--- src/rtl/inner_vm.sv ---
// Byte-code inner interpreter: fetches opcodes from a byte-wide synchronous memory,
// pushes literals to the external data stack and nests CALL/EXIT on an internal return stack.
module inner_vm #(
    parameter int DSZ      = 8,
    parameter int ASZ      = 17,
    parameter int RS_DEPTH = 16
) (
    input  logic           clk,
    input  logic           rst,
    input  logic           en,
    input  logic [ASZ-1:0] pfa,
    output logic           bsy,
    output logic           done,
    output logic           err,
    output logic [1:0]     err_code,
    output logic [ASZ-1:0] mem_a,
    input  logic [7:0]     mem_din,
    output logic           ds_push,
    output logic           ds_pop,
    output logic [DSZ-1:0] ds_dout,
    input  logic [DSZ-1:0] ds_tos,
    input  logic           ds_empty
);

    localparam int NA  = (ASZ + 7) / 8;
    localparam int RSW = $clog2(RS_DEPTH);
    localparam int CW  = (NA > 1) ? $clog2(NA) : 1;

    localparam logic [2:0] ST_IDLE   = 3'd0;
    localparam logic [2:0] ST_FETCH  = 3'd1;
    localparam logic [2:0] ST_DECODE = 3'd2;
    localparam logic [2:0] ST_ARG    = 3'd3;
    localparam logic [2:0] ST_ERR    = 3'd4;

    localparam logic [7:0] OP_EXIT  = 8'h00;
    localparam logic [7:0] OP_LIT   = 8'h01;
    localparam logic [7:0] OP_BRAN  = 8'h02;
    localparam logic [7:0] OP_ZBRAN = 8'h03;
    localparam logic [7:0] OP_CALL  = 8'h04;
    localparam logic [7:0] OP_DUP   = 8'h05;
    localparam logic [7:0] OP_DROP  = 8'h06;
    localparam logic [7:0] OP_NOP   = 8'h07;

    localparam logic [1:0] ERR_ILLEGAL = 2'd0;
    localparam logic [1:0] ERR_RS_OVF  = 2'd1;
    localparam logic [1:0] ERR_DS_UNF  = 2'd2;

    logic [2:0]     st;
    logic [ASZ-1:0] ip;
    logic [RSW:0]   rsp;
    logic [7:0]     op;
    logic [CW-1:0]  cnt;
    logic [ASZ-1:0] tgt;
    logic [ASZ-1:0] rs [RS_DEPTH];

    logic signed [7:0] off8;
    logic [ASZ-1:0]    br_tgt;
    logic [ASZ-1:0]    tgt_next;
    logic [ASZ-1:0]    rs_top;
    logic [RSW-1:0]    rs_rd_idx;
    logic              last_byte;
    logic              rs_full;
    logic              call_push;

    // Branch offset is relative to the address just past the operand byte.
    assign off8      = mem_din;
    assign br_tgt    = ip + ASZ'(off8);
    assign tgt_next  = ASZ'({tgt, mem_din});
    assign rs_rd_idx = rsp[RSW-1:0] - RSW'(1);
    assign rs_top    = rs[rs_rd_idx];
    assign last_byte = (cnt == CW'(NA - 1));
    assign rs_full   = (rsp == (RSW+1)'(RS_DEPTH));
    assign call_push = (st == ST_ARG) && (op == OP_CALL) && last_byte && !rs_full;

    assign mem_a = ip;
    assign bsy   = (st == ST_FETCH) || (st == ST_DECODE) || (st == ST_ARG);
    assign err   = (st == ST_ERR);

    always_comb begin
        ds_push = 1'b0;
        ds_pop  = 1'b0;
        ds_dout = ds_tos;
        if (st == ST_DECODE) begin
            ds_push = (mem_din == OP_DUP)  && !ds_empty;
            ds_pop  = (mem_din == OP_DROP) && !ds_empty;
        end else if (st == ST_ARG) begin
            ds_dout = DSZ'(mem_din);
            ds_push = (op == OP_LIT);
            ds_pop  = (op == OP_ZBRAN) && !ds_empty;
        end
    end

    // NOTE: state registers use non-blocking assignments so every branch reads the pre-edge values.
    always_ff @(posedge clk) begin
        if (!rst) begin
            st       <= ST_IDLE;
            ip       <= '0;
            rsp      <= '0;
            op       <= '0;
            cnt      <= '0;
            tgt      <= '0;
            done     <= 1'b0;
            err_code <= ERR_ILLEGAL;
        end else begin
            done <= 1'b0;
            case (st)
                ST_IDLE: begin
                    if (en) begin
                        ip <= pfa;
                        st <= ST_FETCH;
                    end
                end
                ST_FETCH: begin
                    ip <= ip + ASZ'(1);
                    st <= ST_DECODE;
                end
                ST_DECODE: begin
                    op <= mem_din;
                    case (mem_din)
                        OP_EXIT: begin
                            if (rsp == '0) begin
                                done <= 1'b1;
                                st   <= ST_IDLE;
                            end else begin
                                ip  <= rs_top;
                                rsp <= rsp - (RSW+1)'(1);
                                st  <= ST_FETCH;
                            end
                        end
                        OP_LIT, OP_BRAN, OP_ZBRAN, OP_CALL: begin
                            ip  <= ip + ASZ'(1);
                            cnt <= '0;
                            st  <= ST_ARG;
                        end
                        OP_DUP, OP_DROP: begin
                            if (ds_empty) begin
                                err_code <= ERR_DS_UNF;
                                st       <= ST_ERR;
                            end else begin
                                st <= ST_FETCH;
                            end
                        end
                        OP_NOP: st <= ST_FETCH;
                        default: begin
                            err_code <= ERR_ILLEGAL;
                            st       <= ST_ERR;
                        end
                    endcase
                end
                ST_ARG: begin
                    case (op)
                        OP_LIT: st <= ST_FETCH;
                        OP_BRAN: begin
                            ip <= br_tgt;
                            st <= ST_FETCH;
                        end
                        OP_ZBRAN: begin
                            if (ds_empty) begin
                                err_code <= ERR_DS_UNF;
                                st       <= ST_ERR;
                            end else begin
                                if (ds_tos == '0)
                                    ip <= br_tgt;
                                st <= ST_FETCH;
                            end
                        end
                        OP_CALL: begin
                            tgt <= tgt_next;
                            if (!last_byte) begin
                                ip  <= ip + ASZ'(1);
                                cnt <= cnt + CW'(1);
                            end else if (rs_full) begin
                                err_code <= ERR_RS_OVF;
                                st       <= ST_ERR;
                            end else begin
                                rsp <= rsp + (RSW+1)'(1);
                                ip  <= tgt_next;
                                st  <= ST_FETCH;
                            end
                        end
                        default: begin
                            err_code <= ERR_ILLEGAL;
                            st       <= ST_ERR;
                        end
                    endcase
                end
                ST_ERR: st <= ST_ERR;
                default: st <= ST_IDLE;
            endcase
        end
    end

    // NOTE: the return stack is storage only; rsp==0 after reset makes its contents irrelevant, so it has no reset.
    always_ff @(posedge clk) begin
        if (rst && call_push)
            rs[rsp[RSW-1:0]] <= ip;
    end

endmodule

--- config.mk ---
export PLATFORM = sky130hd
export DESIGN_NAME = inner_vm
export DESIGN_NICKNAME = d
export VERILOG_FILES = /design/src/rtl/inner_vm.sv
export SDC_FILE = /design/constraint.sdc
export NUM_CORES = 1
export LEC_CHECK = 0
export BUFFER_PORTS_ARGS = -buffer_cell sky130_fd_sc_hd__buf_2
export CAP_MARGIN = 0
export CORE_MARGIN = 2
export CORE_UTILIZATION = 55
export DETAILED_ROUTE_END_ITERATION = 16
export GPL_ROUTABILITY_DRIVEN = 1
export PLACE_DENSITY_LB_ADDON = 0.1
export SYNTH_ARGS = -nofsm -noshare
export SYNTH_HDL_FRONTEND = slang
export SYNTH_SLANG_ARGS = --single-unit
--- constraint.sdc ---
create_clock -name clk -period 3.63 [get_ports clk]
set_input_delay 0.1815 -clock clk [delete_from_list [all_inputs] [get_ports clk]]
set_output_delay 0.1815 -clock clk [all_outputs]
set_load 0.01 [all_outputs]
Word level (Yosys, flattened, before mapping)
Memory sizes are Yosys's and may differ from the RTL's.
Cells that the tools add are included.
{"block": "totals", "out_inout_bits": 32, "register_bits": 47, "ramBits": 272, "inputBits": 37, "n_memories": 1}
{"block": "classes", "reduce_logical": 28, "add_sub_neg": 6, "mux": 42, "eq_ne": 35}
{"memory": "rs", "words": 16, "word_bits": 17, "rd": 1, "rd_clocked_by_memory_dff": 0, "wr": 1, "line": "54", "rtl": "logic [ASZ-1:0] rs [RS_DEPTH];"}
{"cell": "2-to-1 mux 17 bit", "count": 6}
{"cell": "one-hot mux 17 bit (4 select lines)", "count": 1}
{"cell": "one-hot mux 17 bit (3 select lines)", "count": 1}
{"cell": "== test 8 x 3 -> 1 bit (second input constant)", "count": 5}
{"cell": "one-hot mux 17 bit (2 select lines)", "count": 1}
{"cell": "== test 8 x 2 -> 1 bit (second input constant)", "count": 4}
{"cell": "2-to-1 mux 5 bit", "count": 5}
{"cell": "adder 17 x 1 -> 17 bit (second input constant)", "count": 1}
{"cell": "adder 17 bit", "count": 1}
{"cell": "== test 8 x 1 -> 1 bit (second input constant)", "count": 2}
{"cell": "zero test 8 bit", "count": 2}
{"cell": "2-to-1 mux 8 bit", "count": 2}
{"cell": "!= test 2 bit (second input constant)", "count": 8}
{"cell": "one-hot mux 3 bit (5 select lines)", "count": 1}
{"cell": "2-to-1 mux 2 bit", "count": 6}
{"cell": "2-to-1 mux 3 bit", "count": 4}
{"cell": "!= test 3 bit (second input constant)", "count": 4}
{"cell": "one-hot mux 2 bit (2 select lines)", "count": 3}
{"cell": "one-hot mux 3 bit (4 select lines)", "count": 1}
{"cell": "one-hot mux 5 bit (2 select lines)", "count": 1}
{"cell": "one-hot mux 3 bit (3 select lines)", "count": 1}
{"cell": "2-to-1 mux 1 bit", "count": 8}
{"cell": "AND reduction 8 bit", "count": 1}
{"cell": "logical AND 1 bit", "count": 7}
{"cell": "29 further kinds", "count": 35}

Logic depth before layout (Yosys ltp)
{"block": "depth", "depth_word": 7, "mapped_depth": 14}

Worst setup path before layout
OpenSTA, ideal clock, no wires.
{"block": "synth_path", "path_type": "register to register", "startpoint": "reg op[0]", "endpoint": "mem rs[0][0] (enable)", "period_less_slack_ns": 3.934, "path_buffers": 3, "required_ns": 3.195, "path_stages_with_launch": 9, "setup_time_ns": 0.435, "path_slack_ns": -0.304, "arrival_time_ns": 3.499, "cell_sequence": "dfxtp_1 -> buf_2 -> or3b_1 -> or3_1 -> buf_2 -> nor2_4 -> buf_6 -> nand3_2 -> nor4_1"}
{"block": "synth_between", "elab_chain_len": 7}
{"item": "start: declaration", "line": "51", "rtl": "logic [7:0] op;"}
{"item": "start signal: assignment", "line": "118", "rtl": "op <= mem_din;"}
{"item": "== test 8 x 3 -> 1 bit", "line": "73", "rtl": "assign call_push = (st == ST_ARG) && (op == OP_CALL) && last_byte && !rs_full;"}
{"item": "logical AND 1 bit (3 in series)", "line": "73"}
{"item": "logical AND 1 bit", "line": "195", "rtl": "if (rst && call_push)"}
{"item": "2-to-1 mux 1 bit", "line": "195"}
{"item": "2-to-1 mux 1 bit (not written as such)", "line": "196", "rtl": "rs[rsp[RSW-1:0]] <= ip;"}
{"item": "end: declaration", "line": "54"}
No other way between the ends.

Worst setup path in the final report
{"block": "layout_path", "startpoint": "reg rsp[2]", "endpoint": "reg ip[4], in the netlist mem_a[4]"}
{"block": "layout_between", "elab_chain_len": 5, "elab_cells_between_ends": 10, "cone_classes": "add/sub: 1; eq/ne: 3; mux: 3; reduce/logical: 2; memory: 1"}
{"item": "start: declaration", "line": "50", "rtl": "logic [RSW:0] rsp;"}
{"item": "start signal: assignment", "line": "126", "rtl": "rsp <= rsp - (RSW+1)'(1);"}
{"item": "start signal: assignment", "line": "176", "rtl": "rsp <= rsp + (RSW+1)'(1);"}
{"item": "subtractor 4 x 1 -> 4 bit", "line": "69", "rtl": "assign rs_rd_idx = rsp[RSW-1:0] - RSW'(1);"}
{"item": "memory (16 x 17 bit)"}
{"item": "2-to-1 mux 17 bit", "line": "121", "rtl": "if (rsp == '0) begin"}
{"item": "one-hot mux 17 bit (2 select lines)", "line": "119", "rtl": "case (mem_din)"}
{"item": "one-hot mux 17 bit (4 select lines)", "line": "106", "rtl": "case (st)"}
{"item": "end signal: assignment", "line": "109", "rtl": "ip <= pfa;"}
{"item": "end signal: assignment", "line": "114", "rtl": "ip <= ip + ASZ'(1);"}
{"item": "end signal: assignment", "line": "125", "rtl": "ip <= rs_top;"}
{"item": "end: declaration", "line": "49", "rtl": "logic [ASZ-1:0] ip;"}
Parallel ways exist; a longest one is shown, timed or not. The select of a mux whose other input is x is not followed.
A chain may end at the register's enable or synchronous reset.

==> flow_summary_export.csv <==
group,metric,value,unit
place,io_buffers,68,
pwr,leakagePower,5.639,nW
sta,report.final.hold_viol_count,0,
place,hpwl,24030,um
global_routing,antenna_found_initial,0,
global_routing,grt_overflow,0,
floorplan,die-area,27670,um^2
synth,synth_cell_types,85,
floorplan,core,25980,um^2
pwr,total_power,0.008760,W
floorplan,fp.dieW,166.3,um
synth,synth_area_leader_cell,"edfxtp_1",
synth,synth_area,14500,um^2
worst_hold_path,hold_class,"in -> reg",
synth,synth_seq_cells,319,
sta,period_share,84.01,%
worst_setup_path,crit_path_max_incr_delay,0.89,ns
worst_setup_path,path_cells,"and4bb_2, nand4_1, a31oi_1, nor4b_4, o211ai_1, o22ai_1",
worst_setup_path,critPathKind,"reg -> reg",
synth,async_reset_ff_share,0,%
routing,wl_per_cell,25.73,um
global_routing,use_met2,42.05,%
global_routing,grt_max_degree,30,
global_routing,track_usage,26.94,%
floorplan,start_util,55.78,%
floorplan,die_y,166.3,um
layout,syn_to_final_growth,15.24,%
worst_setup_path,crit_path_max_fanout,13,
worst_setup_path,cp.required,4.06,ns
global_routing,grt.busiest_layer,"met2",
clock_tree,clock_path_buffers,3,
floorplan,io_pins,69,
synth,synth_top_cell_area_share,56.35,%
worst_setup_path,startpoint_type,"flip-flop",
worst_setup_path,cp_slowest_cell,"dfxtp_1",
routing,drt_pass1_iterations,5,
sta,fin_tns_setup,0,ns
worst_setup_path,endpoint_kind,"flip-flop",
routing,wl,36740,um
routing,vias,8981,
routing,avgViaCountPerCell,6.289,
worst_setup_path,worstPathArrival,3.48,ns
layout,layout-drive-gt1-share,27.72,%
global_routing,grt_pass1_vias,8968,
synth,postSynthCellCount,956,
synth,synth_area_leaders,"edfxtp_1, mux4_2, dfxtp_1",
sta,fmax,327.9,MHz
routing,drt_iter0_drc,985,
clock_tree,cts_inserted_buffers,34,
synth,syn-num-nets,1021,
global_routing,use_met3,5.410,%
sta,setup_viol_count_final,0,
global_routing,grt_use_met1,39.37,%
clock_tree,clock_sinks,319,
clock_tree,cts_resized,0,
clock_tree,h-tree-depth,2,
routing,drtAntennaViolNets,0,
synth,synth_warnings,0,
job,max_cap_violations,0,
floorplan,rows,59,
synth,synthFlopType,"edfxtp_1",
clock_tree,cts_tree,"built",
synth,synth-edff-count,272,
synth,yosysSeqAreaShare,62.84,%
layout,nets,1135,
global_routing,grt_pass1_wl,55700,um
synth,avgSynthCellArea,15.16,um^2
status,status,"finished, final reports clean",
place,gp_congestion,0.8683,
clock_tree,clk_latency,0.52,ns
pwr,power_density,524.4,nW/um^2
worst_setup_path,path_buf_inv,0,
layout,diodes,0,
sta,worstMarginPinSlew,0.9002,ns
sta,grt_setup_unrepaired,"false",
routing,drc,0,
sta,finClkSkew,0.01618,ns
layout,layout_common_cells,"edfxtp_1, nand2_1, mux4_2",
sta,relSlewSlack,39.73,%
sta,final_max_slew_viol_count,0,
worst_setup_path,cp_top_family,"simple AND/OR/NAND/NOR gates",
pwr,irDropWorstVdd,0.4224,mV
clock_tree,cts_root_buffer,"clkbuf_16",
layout,final_common_cell,"edfxtp_1",
clock_tree,clk_pin_slew_worst_paths,0.06,ns
sta,min_period,3.049,ns
cell usage after synthesis (4+ instances only):
cell type and count:
xnor2_1 26, o21ai_0 32, dfxtp_1 47, o21ai_1 7, clkbuf_1 29, o22ai_1 4
nor2b_1 6, edfxtp_1 272, nand2b_1 9, mux2_2 5, a31oi_1 11, mux4_2 79
a221oi_1 6, nor2_1 46, xor2_1 10, nor3_1 17, a21oi_1 43, o211ai_1 10
o21a_1 6, buf_6 4, a21o_1 5, nor4_1 5, buf_2 14, inv_1 17
mux2i_1 17, a22oi_1 5, and2_1 4, a211oi_1 6, nand2_1 83, nand4_1 11
nand3_1 15, ha_1 26
cell type report:
class | count | area, um^2
Fill cell | 1890 | 9280
Sequential cell | 319 | 9112
Multi-Input combinational cell | 565 | 5180
Clock buffer | 46 | 937.1
Timing Repair Buffer | 132 | 898.4
Tap cell | 335 | 419.2
Clock inverter | 13 | 90.09
Inverter | 18 | 67.56
logic make-up after synthesis:
group	count (synthesis)	synth area share (%)
flops	319	62.84
fa+ha+maj	28	2.520
buf+inv	72	2.279
compound gates	169	7.907
xor+xnor	36	2.175
simple gates	231	8.442
mux	101	13.84
state kept, by name (all words and copies together) (netlist names):
signal,cells
done,1
tgt,9
mem_a,17
op,8
rs,272
st,3
err_code,2
cnt,2
rsp,5
stage by stage:
step	cells	hold slack (ns)	cell area (um^2)	worst slack (ns)	util (%)
2_1_floorplan	956	0.3175	14520	0.09533	-
3_3_place_gp	1363	0.4415	15620	0.6612	60.10
3_5_place_dp	1363	0.4613	15620	0.6320	60.10
4_1_cts	1428	0.004964	16700	0.6111	64.29
5_1_grt	1428	0.03418	16700	0.4347	64.29
6_report	1428	0.01906	16700	0.5805	64.29
path summary, 6_finish.rpt:
check / from / endpoint / slack, ns / cells after the start
hold / removal: pfa[8] / mem_a[8]$_SDFFE_PN0P_ / 0.02 / 3
setup reg to reg: rsp[2]$_SDFFE_PN0P_ / mem_a[4]$_SDFFE_PN0P_ / 0.58 / 6
setup / recovery: rsp[2]$_SDFFE_PN0P_ / mem_a[4]$_SDFFE_PN0P_ / 0.58 / 6
hold reg to reg: cnt[0]$_SDFFE_PN0P_ / cnt[0]$_SDFFE_PN0P_ / 0.46 / 2
worst min-delay path, cell delays in order:
cell and delay (ns):
buf_2 0.10, o21ai_0 0.08, o21ai_1 0.14
what timing repair did:
action                    CTS  global route
buffers inserted            0             0
hold endpoints to repair    6             0
hold buffers                6             0
report_power, final:
group          switching (W)  internal [W]  leakage (nW)
sequential         0.0000764       0.00419          2.88
combinational       0.000830      0.000422          2.27
clock                0.00136       0.00188         0.494
metal layers:
metal / vias up / routed length, um
li1: 4018 / -
met1: 4555 / 15870
met2: 349 / 17240
met3: 59 / 2735
met4: 0 / 896
met5: - / 0
No activity file was read; power rests on OpenSTA's default activity.
